File: config.mk
export PLATFORM = sky130hd
export DESIGN_NAME = sound_frame_seq_flat
export DESIGN_NICKNAME = d
export VERILOG_FILES = /design/src/rtl/sound_frame_seq_pkg.sv /design/src/rtl/sound_frame_seq_if.sv /design/src/rtl/sound_frame_seq_len_ctr.sv /design/src/rtl/sound_frame_seq.sv /design/src/flat_wrapper.sv
export SDC_FILE = /design/constraint.sdc
export NUM_CORES = 1
export LEC_CHECK = 0
export CELL_PAD_IN_SITES_DETAIL_PLACEMENT = 1
export CELL_PAD_IN_SITES_GLOBAL_PLACEMENT = 1
export CORE_AREA = 2 2 106 98
export CTS_CLUSTER_SIZE = 16
export DETAILED_ROUTE_END_ITERATION = 8
export DIE_AREA = 0 0 108 100
export MAX_ROUTING_LAYER = met4
export PLACE_DENSITY_LB_ADDON = 0.15
export SLEW_MARGIN = 40
export SYNTH_ARGS = -nofsm -noshare
export SYNTH_HDL_FRONTEND = slang
export SYNTH_SLANG_ARGS = --single-unit
File: constraint.sdc
create_clock -name clk -period 2.8 [get_ports clk]
set_input_delay 0.42 -clock clk [delete_from_list [all_inputs] [get_ports clk]]
set_output_delay 0.42 -clock clk [all_outputs]
set_load 0.01 [all_outputs]
File: src/rtl/sound_frame_seq_pkg.sv
// Shared constants and types for the APU frame sequencer and its length counters.
package sound_frame_seq_pkg;

  localparam int unsigned FS_STEPS     = 8;
  localparam int unsigned LEN_MAX_SQ   = 64;
  localparam int unsigned LEN_MAX_WAVE = 256;

  localparam logic [FS_STEPS-1:0] LEN_STEP_MASK = 8'b0101_0101;
  localparam logic [FS_STEPS-1:0] SWP_STEP_MASK = 8'b0100_0100;
  localparam logic [FS_STEPS-1:0] ENV_STEP_MASK = 8'b1000_0000;

  localparam int unsigned CH_SQ1   = 0;
  localparam int unsigned CH_SQ2   = 1;
  localparam int unsigned CH_WAVE  = 2;
  localparam int unsigned CH_NOISE = 3;

  typedef logic [$clog2(FS_STEPS)-1:0] fs_step_t;
  typedef logic [8:0]                  len_cnt_t;

  function automatic int unsigned len_max(int unsigned ch);
    return (ch == CH_WAVE) ? LEN_MAX_WAVE : LEN_MAX_SQ;
  endfunction

endpackage

File: src/rtl/sound_frame_seq_if.sv
// Register-side control and status bundle between the APU register file and the frame sequencer.
interface sound_frame_seq_if;
  import sound_frame_seq_pkg::*;

  logic       apu_on;
  logic       div_bit;
  logic [3:0] trigger;
  logic [3:0] len_load;
  logic [7:0] len_data;
  logic [3:0] len_enable;
  logic [3:0] dac_off;
  logic       len_tick;
  logic       sweep_tick;
  logic       env_tick;
  fs_step_t   step;
  logic [3:0] ch_active;

  modport master (
    output apu_on, div_bit, trigger, len_load, len_data, len_enable, dac_off,
    input  len_tick, sweep_tick, env_tick, step, ch_active
  );

  modport slave (
    input  apu_on, div_bit, trigger, len_load, len_data, len_enable, dac_off,
    output len_tick, sweep_tick, env_tick, step, ch_active
  );

endinterface

File: src/rtl/sound_frame_seq_len_ctr.sv
// One channel length counter plus its running flag (load > trigger > tick priority).
module sound_len_ctr
  import sound_frame_seq_pkg::*;
#(
  parameter int unsigned MAX = LEN_MAX_SQ
) (
  input  logic       clk,
  input  logic       rst,
  input  logic       apu_on_i,
  input  logic       trigger_i,
  input  logic       len_load_i,
  input  logic [7:0] len_data_i,
  input  logic       len_enable_i,
  input  logic       dac_off_i,
  input  logic       len_tick_i,
  output logic       active_o
);

  len_cnt_t cnt_q, cnt_d;
  logic     active_q, active_d;
  len_cnt_t load_val;

  // MAX-1 doubles as the data mask: 6 bits for 64-length channels, 8 bits for wave
  assign load_val = len_cnt_t'(MAX) - ({1'b0, len_data_i} & len_cnt_t'(MAX - 1));

  always_comb begin
    cnt_d    = cnt_q;
    active_d = active_q;
    if (len_load_i) begin
      cnt_d = load_val;
    end else if (trigger_i && apu_on_i) begin
      if (cnt_q == '0) cnt_d = len_cnt_t'(MAX);
      active_d = 1'b1;
    end else if (apu_on_i && len_tick_i && len_enable_i && cnt_q != '0) begin
      cnt_d = cnt_q - len_cnt_t'(1);
      if (cnt_q == len_cnt_t'(1)) active_d = 1'b0;
    end
    if (!apu_on_i || dac_off_i) active_d = 1'b0;
  end

  always_ff @(posedge clk or posedge rst) begin
    if (rst) begin
      cnt_q    <= '0;
      active_q <= 1'b0;
    end else begin
      cnt_q    <= cnt_d;
      active_q <= active_d;
    end
  end

  assign active_o = active_q;

endmodule

File: src/rtl/sound_frame_seq.sv
// APU frame sequencer: 512 Hz step strobe, 8-step tick schedule and four length counters.
// Define SOUND_FS_DIV_SYNC_EN to step on falling edges of div_bit instead of the prescaler.
module sound_frame_seq
  import sound_frame_seq_pkg::*;
#(
  parameter int unsigned PRESCALE = 8192,
  parameter int unsigned PS_WIDTH = 13
) (
  input logic              clk,
  input logic              rst,
  sound_frame_seq_if.slave bus
);

  logic       step_en;
  fs_step_t   step_q, step_d;
  logic       len_tick_q, len_tick_d;
  logic       sweep_tick_q, sweep_tick_d;
  logic       env_tick_q, env_tick_d;
  logic [3:0] ch_active_w;

`ifdef SOUND_FS_DIV_SYNC_EN
  logic div_q;

  always_ff @(posedge clk or posedge rst) begin
    if (rst) div_q <= 1'b0;
    else     div_q <= bus.div_bit;
  end

  assign step_en = bus.apu_on && div_q && !bus.div_bit;
`else
  logic [PS_WIDTH-1:0] ps_q, ps_d;
  logic                unused_div;

  assign unused_div = bus.div_bit;
  assign step_en    = bus.apu_on && (ps_q == PS_WIDTH'(PRESCALE - 1));

  always_comb begin
    if (!bus.apu_on || step_en) ps_d = '0;
    else                        ps_d = ps_q + PS_WIDTH'(1);
  end

  always_ff @(posedge clk or posedge rst) begin
    if (rst) ps_q <= '0;
    else     ps_q <= ps_d;
  end
`endif

  // Ticks decode the step value before it advances, so they lag step_en by one cycle
  always_comb begin
    step_d       = step_q;
    len_tick_d   = 1'b0;
    sweep_tick_d = 1'b0;
    env_tick_d   = 1'b0;
    if (!bus.apu_on) begin
      step_d = '0;
    end else if (step_en) begin
      step_d       = step_q + fs_step_t'(1);
      len_tick_d   = LEN_STEP_MASK[step_q];
      sweep_tick_d = SWP_STEP_MASK[step_q];
      env_tick_d   = ENV_STEP_MASK[step_q];
    end
  end

  always_ff @(posedge clk or posedge rst) begin
    if (rst) begin
      step_q       <= '0;
      len_tick_q   <= 1'b0;
      sweep_tick_q <= 1'b0;
      env_tick_q   <= 1'b0;
    end else begin
      step_q       <= step_d;
      len_tick_q   <= len_tick_d;
      sweep_tick_q <= sweep_tick_d;
      env_tick_q   <= env_tick_d;
    end
  end

  for (genvar g = 0; g < 4; g++) begin : g_ch
    sound_len_ctr #(.MAX(len_max(g))) u_len (
      .clk          (clk),
      .rst          (rst),
      .apu_on_i     (bus.apu_on),
      .trigger_i    (bus.trigger[g]),
      .len_load_i   (bus.len_load[g]),
      .len_data_i   (bus.len_data),
      .len_enable_i (bus.len_enable[g]),
      .dac_off_i    (bus.dac_off[g]),
      .len_tick_i   (len_tick_q),
      .active_o     (ch_active_w[g])
    );
  end

  assign bus.len_tick   = len_tick_q;
  assign bus.sweep_tick = sweep_tick_q;
  assign bus.env_tick   = env_tick_q;
  assign bus.step       = step_q;
  assign bus.ch_active  = ch_active_w;

endmodule
File: src/flat_wrapper.sv
// flat-port wrapper written by rule: the top's interface ports become plain ports
module sound_frame_seq_flat import sound_frame_seq_pkg::*;
#(
  parameter int unsigned PRESCALE = 8192,
  parameter int unsigned PS_WIDTH = 13
)
  (clk, rst, bus_apu_on, bus_div_bit, bus_trigger, bus_len_load, bus_len_data, bus_len_enable, bus_dac_off, bus_len_tick, bus_sweep_tick, bus_env_tick, bus_step, bus_ch_active);
  sound_frame_seq_if bus_i ();
  input logic clk;
  input logic rst;
  input wire logic [$bits(bus_i.apu_on)-1:0] bus_apu_on;
  input wire logic [$bits(bus_i.div_bit)-1:0] bus_div_bit;
  input wire logic [$bits(bus_i.trigger)-1:0] bus_trigger;
  input wire logic [$bits(bus_i.len_load)-1:0] bus_len_load;
  input wire logic [$bits(bus_i.len_data)-1:0] bus_len_data;
  input wire logic [$bits(bus_i.len_enable)-1:0] bus_len_enable;
  input wire logic [$bits(bus_i.dac_off)-1:0] bus_dac_off;
  output wire logic [$bits(bus_i.len_tick)-1:0] bus_len_tick;
  output wire logic [$bits(bus_i.sweep_tick)-1:0] bus_sweep_tick;
  output wire logic [$bits(bus_i.env_tick)-1:0] bus_env_tick;
  output wire logic [$bits(bus_i.step)-1:0] bus_step;
  output wire logic [$bits(bus_i.ch_active)-1:0] bus_ch_active;
  assign bus_i.apu_on = bus_apu_on;
  assign bus_i.div_bit = bus_div_bit;
  assign bus_i.trigger = bus_trigger;
  assign bus_i.len_load = bus_len_load;
  assign bus_i.len_data = bus_len_data;
  assign bus_i.len_enable = bus_len_enable;
  assign bus_i.dac_off = bus_dac_off;
  assign bus_len_tick = bus_i.len_tick;
  assign bus_sweep_tick = bus_i.sweep_tick;
  assign bus_env_tick = bus_i.env_tick;
  assign bus_step = bus_i.step;
  assign bus_ch_active = bus_i.ch_active;
  sound_frame_seq #(.PRESCALE(PRESCALE), .PS_WIDTH(PS_WIDTH)) u_core (.clk(clk), .rst(rst), .bus(bus_i));
endmodule
---- Word-level counts from Yosys, hierarchy flattened ----
Memories as Yosys holds them, arrays and structs flattened.
Index checks and enable logic that the tools add are counted.
storage, ports and cells
  register bits ........................... 59
  bits in latches ......................... 0
  memory bits (writable) .................. 0
  memory bits (read-only) ................. 24
  output and inout port bits .............. 10
  logic and storage cells ................. 135
  memories ................................ 3
cells by class
  add/subtract/negate cells ............... 8
  $mul .................................... 0
  divide/modulo/power cells ............... 0
  $lt $le $gt $ge ......................... 1
  equality and inequality tests ........... 14
  shift-type cells ........................ 0
  muxes and demuxes ....................... 48
  bitwise operators ....................... 0
  reductions and logical operators ........ 48
memories
  memory            depth  width  read ports  clocked after Yosys merged registers in  write ports  RTL line               RTL
  (name not given)  8      1      1           0                                        0            sound_frame_seq.sv:58  len_tick_d = LEN_STEP_MASK[step_q];
  (name not given)  8      1      1           0                                        0            sound_frame_seq.sv:59  sweep_tick_d = SWP_STEP_MASK[step_q];
  (name not given)  8      1      1           0                                        0            sound_frame_seq.sv:60  env_tick_d = ENV_STEP_MASK[step_q];
operators with widths
  operator                 count
  $mux W9                  16
  $eq A9 B1 Y1 const B     4
  $logic_not A9 Y1         4
  $reduce_bool A3 Y1       12
  $reduce_bool A9 Y1       4
  $sub A9 B1 Y9 const B    4
  $mux W1                  29
  $logic_and A1 B1 Y1      14
  $add A13 B1 Y13 const B  1
  $eq A13 B13 Y1 const B   1
  $mux W13                 1
  $ne A3 B2 Y1 const B     4
  $reduce_and A3 Y1        4
  $ne A2 B1 Y1 const B     5
  $sub A9 B8 Y9 const A    1
  $reduce_and A2 Y1        4
  $sub A7 B6 Y8 const A    1
  $mux W3                  2
  $logic_or A1 B1 Y1       5
  $lt A3 B4 Y1 const B     1
  $add A3 B1 Y3 const B    1
  $logic_not A1 Y1         1

---- Longest topological paths before layout ----
Gate-level depths: netlist (run 1).
  depth in word-level cells ............... 7
  depth in mapped cells ................... 7
  gate-level depth less buffers ........... 7

---- Modules after synthesis ----
A second synthesis (run 1) with hierarchy kept.
second synthesis, totals
  cells, all modules ...................... 464
  area, all modules ....................... 4349.2 sq um
by module, submodules not included
  module                                    times used  cells an instance  area an instance (sq um)  sequential area each (sq um)
  sound_len_ctr (u_core.g_ch[0].u_len ...)  3           95                 867.1                     250.2
  sound_frame_seq                           1           88                 972.2                     475.5
  sound_len_ctr (u_core.g_ch[2].u_len)      1           91                 775.7                     250.2

---- Worst setup path before layout (run 1) ----
OpenSTA, ideal clock, no wires.
  path type ............................... flip-flop to flip-flop
  start point ............................. reg u_core.g_ch[0].u_len.cnt_q[0]
  end point ............................... reg u_core.g_ch[0].u_len.cnt_q[0]
  arrival time ............................ 1.871 ns
  setup slack ............................. 0.850 ns
  stages on the path, launching flop included .. 8
  path buffers ............................ 0
  period minus slack after synthesis ...... 1.950 ns
  cells stage by stage .................... dfrtp_1 > inv_1 > ha_1 > nor4b_1 > nand2_1 > and3_1 > nor3_4 > mux2i_1
on the way
  cells in the longest elaborated chain, start to end .. 4
  elaborated cells between the ends (all ways) .. 10
RTL lines
  item                                                 RTL line                                                      RTL
  start: declaration                                   sound_frame_seq_len_ctr.sv:19                                 len_cnt_t cnt_q, cnt_d;
  start signal: assignment                             sound_frame_seq_len_ctr.sv:46                                 cnt_q <= cnt_d;
  $sub A9 B1 Y9 or $reduce_bool A9 Y1 (tied branches)  sound_frame_seq_len_ctr.sv:35, sound_frame_seq_len_ctr.sv:34
  $mux W9 or $logic_and A1 B1 Y1 (tied branches)       sound_frame_seq_len_ctr.sv:34                                 end else if (apu_on_i && len_tick_i && len_enable_i && cnt_q != '0) begin
  $mux W9 or $reduce_bool A3 Y1 (tied branches)        n/a
  $mux W9 or $reduce_and A2 Y1 (tied branches)         n/a
Parallel ways exist; a longest one is shown, timed or not. The select of a mux whose other input is x is not followed.
A chain may end at the register's enable or synchronous reset.

---- Final worst setup path (run 1) ----
  start point ............................. reg u_core.g_ch[3].u_len.cnt_q[0]
  end point ............................... reg u_core.g_ch[3].u_len.cnt_q[6]
on the way
  cells in the longest elaborated chain, start to end .. 4
  elaborated cells between the ends (all ways) .. 10
RTL lines
  item                                                 RTL line
  start: declaration                                   sound_frame_seq_len_ctr.sv:19
  start signal: assignment                             sound_frame_seq_len_ctr.sv:46
  $sub A9 B1 Y9 or $reduce_bool A9 Y1 (tied branches)  sound_frame_seq_len_ctr.sv:35, sound_frame_seq_len_ctr.sv:34
  $mux W9 or $logic_and A1 B1 Y1 (tied branches)       sound_frame_seq_len_ctr.sv:34
  $mux W9 or $reduce_bool A3 Y1 (tied branches)        n/a
  $mux W9 or $reduce_and A2 Y1 (tied branches)         n/a
Parallel ways exist; a longest one is shown, timed or not. The select of a mux whose other input is x is not followed.

==> results.json, run 1 <==
{
  "grt_overflow": 0,
  "antenna_cells": 0,
  "place.gp.congestion": 0.8145,
  "grtUsageTotal": 0.1986,
  "cts_inserted_buffers": 9,
  "chipHeight_um": 100,
  "avgRoutedWirePerCell_um": 16.47,
  "holdWs_ns": 0.3861,
  "rows": 35,
  "post-place-ws_ns": 0.2102,
  "via_count": 3197,
  "tritoncts": "yes",
  "fin_crit_sh": 0.8035,
  "die_x_um": 108,
  "synthFlopType": "dfrtp_1",
  "finalNonFillerCells": 585,
  "postCtsSetupRepairBufs": 0,
  "vias_per_cell": 5.465,
  "critPathMaxFanout": 7,
  "rsz0062_at_grt": "false",
  "dpl.hpwl_um": 7084,
  "ys_types": 62,
  "fillers": 1181,
  "cp-start-kind": "flip-flop",
  "power_mw": 2.178,
  "final.setup.tns_ns": 0,
  "p_leak_nw": 1.824,
  "ios": 38,
  "tightest_slew_ns": 0.6101,
  "clock_latency_ns": 0.34,
  "power_density_nw_per_um2": 496.7,
  "numClockSinks": 59,
  "synth_top_area_cell": "dfrtp_1",
  "dp.cells": 569,
  "synth_nets": 459,
  "nNetsFinal": 496,
  "ys_async_sr_fraction": 1.000,
  "htree_levels": 3,
  "ys_seq_area_frac": 0.4008,
  "crit_required_ns": 3.02,
  "drt_first_iter_violations": 93,
  "antenna_left": 0,
  "dieArea_um2": 10800,
  "syn2layout_area_growth_pct": 19.06,
  "final_max_slew_viol_count": 0,
  "ys_ff_latch": 59,
  "hold_class": "primary input to asynchronous set/reset pin",
  "grt_pass1_vias": 3359,
  "drive_gt1_frac": 0.08772,
  "grt_max_degree": 46,
  "clk_pin_slew_ns": 0.07,
  "routed_wl_um": 9637,
  "cp.arrival_ns": 2.47,
  "fmaxAchievable_mhz": 444.5,
  "yosys-top-cells-count": "dfrtp_1 (59), nor2_1 (47), nand2_1 (34)",
  "design_area_um2": 4385,
  "synth_top_area_frac": 0.4008,
  "synthTopCellsByArea": "dfrtp_1 (40%), ha_1 (5.8%), nor2_1 (4.8%), xnor2_1 (3.6%), a21oi_1 (3.5%)",
  "ctsHoldBuffers": 0,
  "port-buffer-count": 36,
  "cts_buffer_depth": 2,
  "grt_pass1_wl_um": 16370,
  "syn_inst": 414,
  "antenna_found_initial": 0,
  "placed_cell_area_um2": 4192,
  "hold_violations": 0,
  "syn_area_um2": 3684,
  "cts-root-buf": "clkbuf_8",
  "drc": 0,
  "start_util": 0.3738,
  "coreArea_um2": 9853,
  "peakVddDrop_uv": 207.9,
  "first_pass_iters": 4,
  "status": "finished clean",
  "setup_ws_ns": 0.5502,
  "post-route-util": 0.4451,
  "final.min_clock_period_ns": 2.250,
  "syn_area_per_cell_um2": 8.897,
  "post_cts_resized": 0,
  "cap_violations": 0,
  "yosys_warnings": 0,
  "setup_viol": 0,
  "relSlewSlack": 0.5895,
  "skew_ns": 0.01103,
  "yosysMostFrequentCell": "dfrtp_1",
  "crit_type": "flip-flop to flip-flop",
  "synth_edf_count": 0,
  "cp-end-kind": "flip-flop"
}
==> logic make-up (layout without fill, tap and decap cells) <==
family | Yosys count | in the layout | synth area share
compound gates | 88 | 88 | 0.1552
xor+xnor | 26 | 26 | 0.06182
fa+ha+maj | 17 | 17 | 0.05774
buf+inv | 39 | 81 | 0.04586
flops | 59 | 59 | 0.4008
mux | 6 | 6 | 0.01834
simple gates | 179 | 179 | 0.2602
==> where the power goes <==
group	internal, mW	switching, mW
combinational	0.168	0.235
sequential	0.915	0.0753
clock	0.431	0.354
total	1.51	0.664
==> path summary, 6_finish.rpt <==
| check | to | cells after the start | start | slack (ns) |
|---|---|---|---|---|
| worst min register to register | u_core.ps_q[0] | 1 | u_core.ps_q[0] | 0.50 |
| worst min-delay path | u_core.g_ch[0].u_len.active_o | 2 | rst | 0.39 |
| max in group asynchronous | u_core.g_ch[2].u_len.cnt_q[6] | 3 | rst | 1.85 |
| min in group clk | u_core.ps_q[0] | 1 | u_core.ps_q[0] | 0.50 |
| worst max register to register | u_core.g_ch[3].u_len.cnt_q[6] | 7 | u_core.g_ch[3].u_len.cnt_q[0] | 0.55 |
| worst max-delay path | u_core.g_ch[3].u_len.cnt_q[6] | 7 | u_core.g_ch[3].u_len.cnt_q[0] | 0.55 |
==> flip-flops by register name (all words and copies together) (netlist names) <==
signal                      count
u_core.g_ch.u_len.cnt_q        36
u_core.g_ch.u_len.active_o      4
u_core.bus.env_tick             1
u_core.bus.len_tick             1
u_core.bus.sweep_tick           1
u_core.ps_q                    13
u_core.bus.step                 3
==> layout by cell type, fill, tap and decap left out, drive strengths merged, types with 8 or more instances in the layout <==
cell type	n
xor2	11
clkbuf	11
xnor2	15
and2	8
o21ai	25
nor4	13
dfrtp	59
and3	8
nor2	47
ha	17
nor3	20
nand2	34
buf	9
nand3	14
a21oi	26
inv	20
clkdlybuf4s50	36
==> layout make-up <==
| type | instances | area, um2 | area share |
|---|---|---|---|
| Tap cell | 129 | 161.4 | 0.03680 |
| Clock buffer | 11 | 141.4 | 0.03224 |
| Clock inverter | 5 | 52.55 | 0.01198 |
| Timing Repair Buffer | 45 | 440.4 | 0.1004 |
| Inverter | 20 | 75.07 | 0.01712 |
| Sequential cell | 59 | 1476 | 0.3367 |
| Multi-Input combinational cell | 316 | 2038 | 0.4648 |
==> metal layers <==
| layer | track usage | share of wire | vias to the layer above |
|---|---|---|---|
| li1 | - | - | 1562 |
| met1 | 0.2684 | 0.51 | 1590 |
| met2 | 0.3053 | 0.46 | 39 |
| met3 | 0.04545 | 0.027 | 6 |
| met4 | 0.04635 | 0.0083 | 0 |
| met5 | - | 0 | - |
==> critical path: stages, from the launching register on <==
cell and delay, ns:
dfrtp_1 0.42, inv_1 0.12, ha_1 0.19, nor4b_2 0.45
a211oi_1 0.17, a311oi_2 0.53, o21bai_1 0.19, a21oi_1 0.08
No activity file was read; power rests on OpenSTA's default activity.
==> run 2: changes to the inputs <==
- clock period: 2.8 -> 2 ns (I/O delays scaled with it)
==> run 2 against run 1 <==
  * Global-route usage is 2.7 points higher
  * Sequential share of layout area fell by 3.8 points
  * Register-to-register slack worse by 0.53 ns
  * Critical path type unchanged
  * Largest power group unchanged
==> results.json, run 2 (synthesis gave the netlist of run 1 again) <==
{
  "status": "finished clean",
  "syn2layout_area_growth_pct": 34.41,
  "fmaxAchievable_mhz": 504.7,
  "fillers": 1179,
  "design_area_um2": 4951,
  "finalNonFillerCells": 648,
  "grt_overflow": 0,
  "dpl.hpwl_um": 7905,
  "port-buffer-count": 36,
  "final_common_cell": "buf_4",
  "ios": 38,
  "chipHeight_um": 100,
  "fin_crit_sh": 0.9908,
  "start_util": 0.3738,
  "crit_required_ns": 2.23,
  "cts_inserted_buffers": 9,
  "grt_max_degree": 60,
  "place.gp.congestion": 0.8564,
  "antenna_left": 0,
  "rsz0062_at_grt": "true",
  "top_register": "u_core.g_ch.u_len.cnt_q",
  "cp.arrival_ns": 2.21,
  "final.min_clock_period_ns": 1.982,
  "tritoncts": "yes",
  "setup_viol": 0,
  "numClockSinks": 59,
  "first_pass_iters": 4,
  "clock_latency_ns": 0.35,
  "dieArea_um2": 10800,
  "cp-end-kind": "flip-flop",
  "grt_pass1_vias": 3773,
  "drc": 0,
  "antenna_found_initial": 0,
  "crit_type": "flip-flop to flip-flop",
  "layout_common_cells": "buf_4 (70), dfrtp_1 (58), nor2_1 (47)",
  "largest_reg_flops": 36,
  "cts_buffer_depth": 2,
  "coreArea_um2": 9853,
  "drive_gt1_frac": 0.2235,
  "vias_per_cell": 5.338,
  "hold_violations": 0,
  "nNetsFinal": 559,
  "peakVddDrop_uv": 359.2,
  "relSlewSlack": 0.5882,
  "power_density_nw_per_um2": 683.5,
  "skew_ns": 0.01321,
  "ctsHoldBuffers": 0,
  "final_max_slew_viol_count": 0,
  "rows": 35,
  "grtUsageTotal": 0.2258,
  "dp.cells": 627,
  "cp-start-kind": "flip-flop",
  "tightest_slew_ns": 0.6133,
  "antenna_cells": 0,
  "placed_cell_area_um2": 4627,
  "hold_class": "primary input to asynchronous set/reset pin",
  "clk_pin_slew_ns": 0.07,
  "cts-root-buf": "clkbuf_8",
  "avgRoutedWirePerCell_um": 17.04,
  "routed_wl_um": 11050,
  "critPathMaxFanout": 5,
  "htree_levels": 3,
  "die_x_um": 108,
  "grt_pass1_wl_um": 18550,
  "via_count": 3459,
  "drt_first_iter_violations": 82,
  "p_leak_nw": 2.157,
  "cap_violations": 0
}
## run 2: where the power goes
part	switching, mW	internal (mW)	leakage, nW
logic	0.399	0.358	1.28
clock network	0.510	0.737	0.111
registers	0.0982	1.28	0.764
total	1.01	2.38	2.16
## run 2: what timing repair did
action,in CTS,in global routing
resized for setup,7,13
setup buffers,0,5
pin swaps,0,5
endpoints found under the hold margin,0,0
endpoints found under the setup margin,9,17
## run 2: worst max-delay path: stages (launching register included)
cell and delay, ns:
dfrtp_1 0.40, inv_2 0.09, ha_4 0.13, or4b_4 0.50, o21bai_4 0.17, buf_6 0.13
o31a_1 0.21, nor2b_4 0.17, o31ai_2 0.05
## run 2: through the flow
step                total power, mW  TNS [ns]  hold slack [ns]  setup slack, ns    util
CTS                           3.394         0           0.3319        0.0008431  0.4952
finish                        3.384         0           0.3285          0.01846  0.5025
global placement              2.090    -2.784           0.4488          -0.2407  0.4696
detailed placement            2.115    -4.016           0.4606          -0.2607  0.4696
global route                  3.563   -0.1327           0.3538         -0.06246  0.5025
floorplan                     1.756         0           0.3703          0.04976       -
## run 2: area by class of cell
type / instances / area [um2] / area share
Inverter: 20 / 75.07 / 0.01516
Multi-Input combinational cell: 316 / 2101 / 0.4243
Clock buffer: 12 / 145.1 / 0.02932
Timing Repair Buffer: 108 / 917.1 / 0.1852
Tap cell: 129 / 161.4 / 0.03260
Sequential cell: 59 / 1478 / 0.2985
Clock inverter: 4 / 73.82 / 0.01491
## run 2: path summary, 6_finish.rpt
kind,from,to,slack [ns],cells after the start
worst max-delay path,u_core.g_ch[1].u_len.cnt_q[1],u_core.g_ch[1].u_len.cnt_q[6],0.02,8
worst min-delay path,rst,u_core.bus.step[1],0.33,3
worst max register to register,u_core.g_ch[1].u_len.cnt_q[1],u_core.g_ch[1].u_len.cnt_q[6],0.02,8
worst min register to register,u_core.ps_q[0],u_core.ps_q[0],0.46,1
max in group asynchronous,rst,u_core.g_ch[1].u_len.cnt_q[0],1.40,3
min in group clk,u_core.ps_q[0],u_core.ps_q[0],0.46,1
## run 2: layer usage
layer  part of all wire  global-route usage
met5                  0                   -
met4              0.013             0.06312
met3              0.027             0.04675
met2               0.48              0.3604
met1               0.48              0.2925
==> RTL edit, RTL diff (flow settings as in run 1) <==
Build with the macro `SOUND_FS_DIV_SYNC_EN` defined.
--- a/src/rtl/sound_frame_seq.sv
+++ b/src/rtl/sound_frame_seq.sv
@@ -1,5 +1,7 @@
 // APU frame sequencer: 512 Hz step strobe, 8-step tick schedule and four length counters.
 // Define SOUND_FS_DIV_SYNC_EN to step on falling edges of div_bit instead of the prescaler.
+`define SOUND_FS_DIV_SYNC_EN
+
 module sound_frame_seq
   import sound_frame_seq_pkg::*;
 #(
Behaviour: not the same (a bounded check fails within 4 cycles, from zero or initial values and one cycle with rst high).
==> RTL edit against run 1 <==
  * Final area fell by 11%
  * Routed wire length fell by 1.3%
  * Final cell count fell by 7.4%
  * Sequential cell count fell by 12
  * Power fell by 12%
  * Area after synthesis fell by 12%
  * Setup slack improved by 0.057 ns
  * Largest power group unchanged
==> RTL edit: results (changes against run 1) <==
RePlAce Congestion 0.7897 (-3.0%); Worst Clk Skew 0.003714 ns (-0.007318 ns); synthesized area per cell 8.765 sq um (-1.5%); Mapped Nets 413 (-10%); leak pwr 0.001601 uW (-12%); DP Cell Count 534 (-6.2%); synth cell count leaders dfrtp_1 (47), nor2_1 (42), nand2_1 (37); vias in the first global route 3103 (-7.6%); Slew headroom 55.53% (-3.4 points); sequential area share after synthesis 36.36% (-3.7 points); first-pass GRT wire length 16090 um (-1.7%); Post-Place Cell Area 3816 sq um (-9.0%); dpl hpwl 7075 um (-0.13%); cts bufs inserted 5 (-4); # fillers 1189 (+0.68%); Max VDD drop 0.2056 mV (-1.1%); via count 2909 (-9.0%); Critical Path AT 2.39 ns (-0.08 ns); CTS H-Tree Depth 2 (-1); layout cell share with drive strength beyond 1 10.41% (+1.6 points); buffers added on ports 37 (+2.8%); DRT iter0 DRCs 80 (-14%); Worst-path clk slew 0.10 ns (+0.03 ns); largest net degree at the start of global routing 21 (-54%); # nets final 456 (-8.1%); Distinct cells, synth 61 (-1.6%); Overall Global Routing Usage 19.41% (-0.45 points); status finished, final reports clean; via density per instance 5.367 (-1.8%); CP max stage cell dfrtp_1
RTL edit: cell count changes in the layout (fill, tap and decap cells not counted), moves of 6 or more:
cell | run 1 | this run
xor2_1 | 11 | 5
buf_4 | 8 | 17
nor3_1 | 18 | 7
dfrtp_1 | 59 | 47
nor4_1 | 11 | 4
xnor2_1 | 15 | 7
inv_1 | 19 | 13
RTL edit: where the power goes:
| part | switching [uW] | internal, uW |
|---|---|---|
| sequential | 113 | 758 |
| clock | 257 | 227 |
| combinational | 311 | 246 |
RTL edit: kinds of logic after synthesis:
group / share of synthesized area (%)
and+or+nand+nor: 25.26
AOI/OAI and AO/OA: 23.37
DFF: 36.36
buffers and inverters: 4.642
adders and majority gates: 6.189
xor gates and xnor gates: 3.249
muxes: 0.9285
RTL edit: final cells by class:
type | instances | area (sq um) | area share (%)
Multi-Input combinational cell | 289 | 1908 | 48.72
Inverter | 14 | 52.55 | 1.342
Clock buffer | 8 | 100.1 | 2.556
Timing Repair Buffer | 55 | 518.0 | 13.23
Tap cell | 129 | 161.4 | 4.121
Sequential cell | 47 | 1176 | 30.03
RTL edit: worst paths after layout:
kind	startpoint	to	slack, ns	depth (start not counted)
max	u_core.g_ch[1].u_len.cnt_q[0]	u_core.g_ch[1].u_len.cnt_q[6]	0.61	7
max reg2reg	u_core.g_ch[1].u_len.cnt_q[0]	u_core.g_ch[1].u_len.cnt_q[6]	0.61	7
max in group asynchronous	rst	u_core.bus.len_tick	1.82	3
min reg2reg	u_core.g_ch[0].u_len.active_o	u_core.g_ch[0].u_len.active_o	0.56	2
min in group clk	u_core.g_ch[0].u_len.active_o	u_core.g_ch[0].u_len.active_o	0.56	2
min	rst	u_core.g_ch[2].u_len.cnt_q[1]	0.41	2
RTL edit: metrics by stage:
step,total power [uW],worst slack (ns)
3_3_place_gp,1437,0.4466
5_1_grt,2053,0.3796
2_1_floorplan,1234,0.9711
3_5_place_dp,1441,0.4265
6_report,1913,0.6073
4_1_cts,1935,0.5842
RTL edit: routing by layer:
layer,vias to the layer above,track usage [%],share of wire [%]
met3,10,3.247,3.2
li1,1434,-,-
met5,-,-,0
met1,1424,26.42,51
met4,0,5.621,1.3
met2,41,29.85,44
RTL edit: critical path, delay by kind of cell (launching register included):
kind	cells	cell delay, ns
compound gates	3	0.84
fa+ha+maj	1	0.19
buf+inv	1	0.12
flops	1	0.43
simple gates	2	0.52
